===== src/rtl/popcount_ctrl_pkg.sv =====
// Shared types and sizing for the popcount stream controller.
// State encoding and result-width derivation live here so checkers can bind to them.
package popcount_ctrl_pkg;

  typedef enum logic [1:0] {
    IDLE  = 2'd0,
    ACCUM = 2'd1,
    DRAIN = 2'd2,
    DONE  = 2'd3
  } state_t;

  localparam int SUM_EXTRA_W = 3;

  // Result width: 8 bits per byte times (2^len_w - 1) bytes fits in len_w+3 bits.
  function automatic int calc_sum_w(input int len_w);
    return len_w + SUM_EXTRA_W;
  endfunction

endpackage


===== src/rtl/popcount_byte.sv =====
// Combinational population count of one byte (result 0..8).
module popcount_byte (
  input  logic [7:0] data,
  output logic [3:0] count
);

  always_comb begin
    count = '0;
    for (int i = 0; i < 8; i++) begin
      count = count + {3'b000, data[i]};
    end
  end

endmodule


===== src/rtl/popcount_stream_ctrl.sv =====
// Counts set bits across a commanded number of streamed bytes and returns the total.
// Per-byte count is registered, then accumulated a cycle later so bytes can stream at 1/cycle.
module popcount_stream_ctrl
  import popcount_ctrl_pkg::*;
#(
  parameter  int LEN_W = 8,
  localparam int SUM_W = calc_sum_w(LEN_W)
) (
  input  logic             clk,
  input  logic             rst_n,
  input  logic             abort,
  input  logic             cmd_valid,
  output logic             cmd_ready,
  input  logic [LEN_W-1:0] cmd_len,
  input  logic             in_valid,
  output logic             in_ready,
  input  logic [7:0]       in_data,
  output logic             res_valid,
  input  logic             res_ready,
  output logic [SUM_W-1:0] res_sum,
  output logic [LEN_W-1:0] res_len,
  output logic             busy,
  output logic [1:0]       state_dbg
);

  // Handshakes: a transfer happens on a rising edge where valid && ready are both
  // high; ready depends only on the state, and abort suppresses every transfer.

  state_t           state;
  state_t           state_nxt;
  logic [LEN_W-1:0] cnt;
  logic             pend;
  logic [3:0]       pipe;
  logic [SUM_W-1:0] sum;
  logic [LEN_W-1:0] len;
  logic [3:0]       byte_count;
  logic             cmd_fire;
  logic             in_fire;
  logic             res_fire;
  logic             last_byte;

  popcount_byte u_popcount_byte (
    .data  (in_data),
    .count (byte_count)
  );

  assign cmd_ready = (state == IDLE);
  assign in_ready  = (state == ACCUM);
  assign res_valid = (state == DONE);
  assign busy      = (state != IDLE);
  assign state_dbg = state;
  assign res_sum   = sum;
  assign res_len   = len;

  assign cmd_fire  = cmd_valid && cmd_ready && !abort;
  assign in_fire   = in_valid && in_ready && !abort;
  assign res_fire  = res_valid && res_ready && !abort;
  assign last_byte = (cnt == LEN_W'(1));

  always_comb begin
    state_nxt = state;
    unique case (state)
      IDLE: begin
        if (cmd_fire) state_nxt = (cmd_len == '0) ? DONE : ACCUM;
      end
      ACCUM: begin
        if (in_fire && last_byte) state_nxt = DRAIN;
      end
      DRAIN: state_nxt = DONE;
      DONE: begin
        if (res_fire) state_nxt = IDLE;
      end
      default: state_nxt = IDLE;
    endcase
    if (abort) state_nxt = IDLE;
  end

  always_ff @(posedge clk or negedge rst_n) begin
    if (!rst_n) begin
      state <= IDLE;
    end else begin
      state <= state_nxt;
    end
  end

  always_ff @(posedge clk or negedge rst_n) begin
    if (!rst_n) begin
      cnt  <= '0;
      pend <= 1'b0;
      pipe <= '0;
      sum  <= '0;
      len  <= '0;
    end else if (abort) begin
      cnt  <= '0;
      pend <= 1'b0;
      pipe <= '0;
      sum  <= '0;
    end else if (cmd_fire) begin
      cnt  <= cmd_len;
      len  <= cmd_len;
      sum  <= '0;
      pend <= 1'b0;
    end else begin
      // Drain the previous byte's count while the next byte is captured.
      if (pend) sum <= sum + {{(SUM_W-4){1'b0}}, pipe};
      if (in_fire) begin
        pipe <= byte_count;
        pend <= 1'b1;
        cnt  <= cnt - LEN_W'(1);
      end else begin
        pend <= 1'b0;
      end
    end
  end

endmodule


===== config.mk =====
export PLATFORM = sky130hd
export DESIGN_NAME = popcount_stream_ctrl
export DESIGN_NICKNAME = d
export VERILOG_FILES = /design/src/rtl/popcount_ctrl_pkg.sv /design/src/rtl/popcount_byte.sv /design/src/rtl/popcount_stream_ctrl.sv
export SDC_FILE = /design/constraint.sdc
export NUM_CORES = 1
export LEC_CHECK = 0
export ABC_AREA = 1
export CAP_MARGIN = 20
export CORE_MARGIN = 2
export CORE_UTILIZATION = 36
export DETAILED_ROUTE_END_ITERATION = 10
export PLACE_DENSITY = 0.63
export SYNTH_ARGS = -nofsm -noshare
export SYNTH_HDL_FRONTEND = slang
export SYNTH_SLANG_ARGS = --single-unit

===== constraint.sdc =====
create_clock -name clk -period 2 [get_ports clk]
set_clock_uncertainty 0.2 [all_clocks]
set_input_delay 0.5 -clock clk [delete_from_list [all_inputs] [get_ports clk]]
set_output_delay 0.5 -clock clk [all_outputs]
set_load 0.05 [all_outputs]

==> results of run 1 <==
[critical path, delay by kind of cell]
kind                     cells  cell delay [ns]
AND/OR/NAND/NOR              1             0.06
AO/OA/AOI/OAI                1             0.06
buffers and inverters        3             0.18
adder cells (fa/ha/maj)      5             1.93
[timing repair]
action / CTS / global route
pin swaps: 9 / 6
setup buffers: 2 / 0
endpoints found under the setup margin: 5 / 14
resized for setup: 13 / 5
[metrics by stage]
stage / cell area, um2 / TNS, ns
global route: 2997 / -2.591
detailed placement: 2855 / -5.116
CTS: 2989 / -2.794
finish: 2997 / -2.340
global placement: 2855 / -5.051
floorplan: 2141 / -2.918
[cell type report]
class                   instances  area (um2)
multi-input cells             174        1085
flip-flops and latches         34       854.6
clock inverters                 1       30.03
fillers                       514        2577
inverters                      46       177.7
repair buffers                 59       683.2
well taps                      72       90.09
clock buffers                   7       76.32
[state kept, by name (all words and copies together), names as in the netlist]
register   cells
cnt            8
pipe           4
state_dbg      2
res_len        8
res_sum       11
pend           1
[worst max-delay path by stage]
stage | startpoint | end | slack [ns]
6_report | in_data[0] | pipe[1] | -0.79
5_1_grt | in_data[0] | pipe[1] | -0.86
4_1_cts | in_data[0] | pipe[1] | -0.91
3_5_place_dp | in_data[0] | pipe[1] | -1.49
3_3_place_gp | in_data[0] | pipe[1] | -1.47
2_1_floorplan | in_data[1] | pipe[1] | -0.95
[per-layer routing]
layer / share of wire [%] / up-vias / track usage (%)
met5: 0 / - / 0
met3: 4.6 / 2 / 4.045
li1: - / 938 / -
met1: 46 / 841 / 19.72
met2: 48 / 42 / 26.33
met4: 0.85 / 0 / 5.085
[logic make-up after synthesis]
family,count (synthesis),synth area share [%]
xor+xnor,8,3.351
buf+inv,48,9.814
simple gates,117,24.48
flops,34,40.69
fa+ha+maj,18,12.57
compound gates,31,9.097
[synth_stat cells]
cell type  instances
a21oi_1            8
a22oi_2            1
buf_12             1
buf_6              1
clkinv_2           1
dfrtp_1           34
fa_1               5
ha_1              13
inv_1             42
inv_2              3
nand2_1           63
nand2_2            3
nand2_8            1
nand3_1           19
nand3_2            1
nand3b_1           1
nand4_1            2
nor2_1            24
nor2_4             1
nor3_1             2
o211ai_1           4
o21ai_0            8
o21ai_1            2
o21bai_1           1
o221ai_1           2
o22ai_1            4
o31ai_1            1
xnor2_1            4
xor2_1             4
[report_power, final]
part	switching [mW]	leakage, nW	internal [mW]	total (mW)
combinational	1.06	0.949	0.731	1.79
clock	0.244	0.0524	0.373	0.617
sequential	0.108	0.449	0.842	0.950
[layout by cell type (no fill, tap or decap), types with 5 or more instances in the layout]
cell type        count
nand2_1             63
buf_12              15
buf_4               23
nand3_1             19
inv_2                7
clkdlybuf4s50_1     17
inv_1               37
a21oi_1              8
ha_1                 8
o21ai_0              6
dfrtp_1             31
clkbuf_8             5
nor2_1              24
==> flow_summary.ini, run 1 <==
[status]
status = complete, but fails checks
failed_checks = negative setup slack

[critical_path]
start_kind = input port
reg2reg_depth = 8
path_max_fanout = 2
timing.rr.end = res_sum[10]
regToRegSetupSlack_ns = 0.18
max_stage_delay_ns = 0.48
crit_chain = buf_6, ha_4, inv_2, fa_1, fa_1, fa_2, inv_2, fa_2, nand2_1, o21ai_1
cp-end-kind = flop
worstSetupPathType = in2reg
crit_slowest_cell = fa_1
rr_startpoint = res_sum[0]
cp_data_required_time_ns = 1.95
critPathArrivalTime_ns = 2.74

[logic_synthesis]
synth-seq-cells = 34
synth_area_leader_cell = dfrtp_1
synth.distinct_cells = 29
yosysSeqAreaShare_pct = 40.69
synth_fp_nets = 296
synthTopCellsByArea = dfrtp_1 41%, nand2_1 11%, ha_1 7.8%
avgSynthCellArea_um2 = 8.167
yosysTopAreaCellShare_pct = 40.69
synth_warnings = 0
syn_inst = 256
synth_area_mm2 = 0.002091

[route]
routed_wl_um = 4486
wl_per_cell_um = 11.41
drc = 0
drt-initial-drc-count = 89
ant_nets = 0
dr.pass1.iters = 4
num_vias = 1823
via_per_inst = 4.639

[timing]
fin_ws_ns = -0.7885
finalSetupViolCount = 4
hold_ws_ns = 0.2896
max_slew_margin_pct = 68.98
finalMaxSlewViolations = 0
timing.final.crit_period_ns = 2.789
hold_viol = 0
fmax_ghz = 0.3586
tightestPinTransition_ns = 0.4604
period_share_pct = 139.4
rsz0062_at_grt = true

[placement]
place_ws_ns = -1.486
dp.cells = 383
portBuffers = 46
gp_congestion = 0.8763
dp_hpwl_um = 3551

[clock_tree]
h-tree-depth = 2
postCtsHoldBufs = 0
root_buffer = clkbuf_8
cts_tree = built
clockBufferDepth = 2
clk-insertion-delay-late_ns = 0.28
cts_sinks = 34
cts_buffers = 5
clkSlewWorstSetupHoldPaths_ns = 0.07

[floorplan]
die_h_um = 80.21
core_area_mm2 = 0.005574
die_w_um = 80.21
start_util_pct = 37.51
rows = 27
die_area_mm2 = 0.006433
ios = 47

[power]
leakagePower_nw = 1.451
p_total_mw = 3.355
powerDensity_mw_per_mm2 = 1120
peakVddDrop_mv = 0.7435

[worst_hold_path]
hp-class = reg2reg
hold_start = res_len[6]
whs_path_depth = 2
worstHoldEndpoint = res_len[6]

[layout]
fin_nets = 360
antenna_cells = 0
drive_gt1_share_pct = 22.74
syn2layout_area_growth_pct = 43.33
final_core_util_pct = 53.76
finalNonFillerCells = 393

[global_routing]
overflow = 0
grt.total_usage_pct = 15.71
antenna_found_initial = 0
grt_max_degree = 35
grt_pass1_vias = 1762
grt_pass1_wl_um = 7879

[flow_run]
cap_violations = 0
Note: power is estimated with default switching activity, not from simulation.
==> run 2: changes to the inputs <==
--- a/config.mk
+++ b/config.mk
@@ -8,9 +8,9 @@
 export ABC_AREA = 1
 export CAP_MARGIN = 20
 export CORE_MARGIN = 2
-export CORE_UTILIZATION = 36
+export CORE_UTILIZATION = 40
 export DETAILED_ROUTE_END_ITERATION = 10
-export PLACE_DENSITY = 0.63
+export PLACE_DENSITY = 0.69
 export SYNTH_ARGS = -nofsm -noshare
 export SYNTH_HDL_FRONTEND = slang
 export SYNTH_SLANG_ARGS = --single-unit
==> flow_summary.ini, run 2 (synthesized netlist as in run 1, its figures left out) <==
[clock_tree]
clockBufferDepth = 2
clkSlewWorstSetupHoldPaths_ns = 0.07
cts_sinks = 34
postCtsHoldBufs = 0
root_buffer = clkbuf_8
clk-insertion-delay-late_ns = 0.28
cts_buffers = 5
h-tree-depth = 2
cts_tree = built

[power]
leakagePower_nw = 1.445
p_total_mw = 3.239
powerDensity_mw_per_mm2 = 1091
peakVddDrop_mv = 0.7351

[layout]
fin_nets = 359
n_fill_cell = 475
layout_commonest_cell = nand2_1
multi_input_area_mm2 = 0.001090
drive_gt1_share_pct = 22.81
syn2layout_area_growth_pct = 41.95
antenna_cells = 0
largest_reg_flops = 11
finalNonFillerCells = 390
seq_area_um2 = 854.6
layout_common_cells = 63 x nand2_1, 38 x inv_1, 31 x dfrtp_1, 24 x nor2_1, 23 x buf_4
final_core_util_pct = 58.48

[timing]
tightestPinTransition_ns = 0.5478
hold_viol = 0
max_slew_margin_pct = 63.09
fin_ws_ns = -0.8047
rsz0062_at_grt = true
timing.final.crit_period_ns = 2.805
period_share_pct = 140.2
finalMaxSlewViolations = 0
fmax_ghz = 0.3565
setup_tns_ns = -2.444
finalSetupViolCount = 4

[floorplan]
die_h_um = 76.30
start_util_pct = 41.20
die_area_mm2 = 0.005821
ios = 47
die_w_um = 76.30
rows = 26
core_area_mm2 = 0.005075

[route]
num_vias = 1850
dr.pass1.iters = 4
via_per_inst = 4.744
routed_wl_um = 4637
ant_nets = 0
wl_per_cell_um = 11.89
drc = 0
drt-initial-drc-count = 79

[critical_path]
crit_family = adder cells
crit_chain = buf_6, ha_4, inv_2, fa_1, fa_1, fa_2, inv_2, fa_2, nand2_1, o21ai_1
path_max_fanout = 2
critPathArrivalTime_ns = 2.76
cp-end-kind = flop
worstSetupPathType = in2reg
cp_data_required_time_ns = 1.95
crit_slowest_cell = fa_1
start_kind = input port
critPathBufInv = 3
max_stage_delay_ns = 0.49

[global_routing]
met1_usage_pct = 20.40
grt.total_usage_pct = 16.99
antenna_found_initial = 0
grt_pass1_vias = 1876
grt_pass1_wl_um = 8093
overflow = 0
top_usage_layer = met2
grt_max_degree = 35
globalRouteMet2Util_pct = 29.29
met3_usage_pct = 4.621

[placement]
portBuffers = 46
gp_congestion = 0.7943
dp.cells = 378
dp_hpwl_um = 3555

[flow_run]
cap_violations = 0

[worst_hold_path]
hp-class = reg2reg

[status]
failed_checks = negative setup slack
status = complete, but fails checks
-- run 2: changes by cell type in the layout (fill, tap and decap cells not counted) --
cell and delta:
clkbuf_1 -2, inv_2 -1, xnor2_2 +1, bufinv_16 -1
ha_1 +1, xnor2_1 -1, ha_2 -1, inv_1 +1
clkbuf_8 +1, buf_12 -1, clkinv_2 +1, clkinvlp_4 +1
-- run 2: final timing paths --
path | endpoint | depth (start not counted) | slack, ns | from
hold reg to reg | res_len[5] | 2 | 0.28 | res_len[5]
max in group asynchronous | state_dbg[1] | 2 | 1.02 | rst_n
setup / recovery | pipe[1] | 10 | -0.80 | in_data[0]
hold / removal | res_len[5] | 2 | 0.28 | res_len[5]
min in group asynchronous | res_sum[7] | 2 | 0.38 | rst_n
setup reg to reg | pipe[2] | 7 | 0.14 | state_dbg[0]
-- run 2: power by group --
group	internal, mW	leakage, nW	switching [mW]
clock	0.277	0.0472	0.257
combinational	0.699	0.948	1.06
sequential	0.842	0.449	0.106
total	1.82	1.44	1.42
-- run 2: what timing repair did --
action                     4_1_cts  5_1_grt
setup endpoints to repair        5        8
resized for setup               14        3
pin swaps                        8        4
cloned                           0        0
buffers inserted                 2        2
-- run 2: cell type report --
type / count / area share, %
multi-input combinational: 174 / 36.72
sequential: 34 / 28.79
timing repair buffer: 58 / 22.34
inverter: 46 / 5.986
tap: 70 / 2.951
clock buffer: 6 / 2.782
clock inverter: 2 / 0.4216
-- run 2: metal layers --
metal	routed length, um	share of wire, %
met3	211	4.6
met1	1968	42
met2	2387	51
met4	70	1.5
met5	0	0
-- run 2: through the flow --
stage / area [um2] / hold slack (ns) / worst slack (ns)
finish: 2968 / 0.2848 / -0.8047
global route: 2968 / 0.3248 / -0.8634
CTS: 2940 / 0.2890 / -0.9337
detailed placement: 2830 / 0.2701 / -1.508
global placement: 2830 / 0.2661 / -1.463
floorplan: 2141 / 0.004409 / -0.9496
-- run 2: worst register-to-register path, delay by kind of cell (launching register included) --
family                   cells  cell delay (ns)
AND/OR/NAND/NOR              1             0.08
flip-flops                   1             0.36
adder cells (fa/ha/maj)      1             0.19
buffers and inverters        3             0.28
AO/OA/AOI/OAI                2             0.61
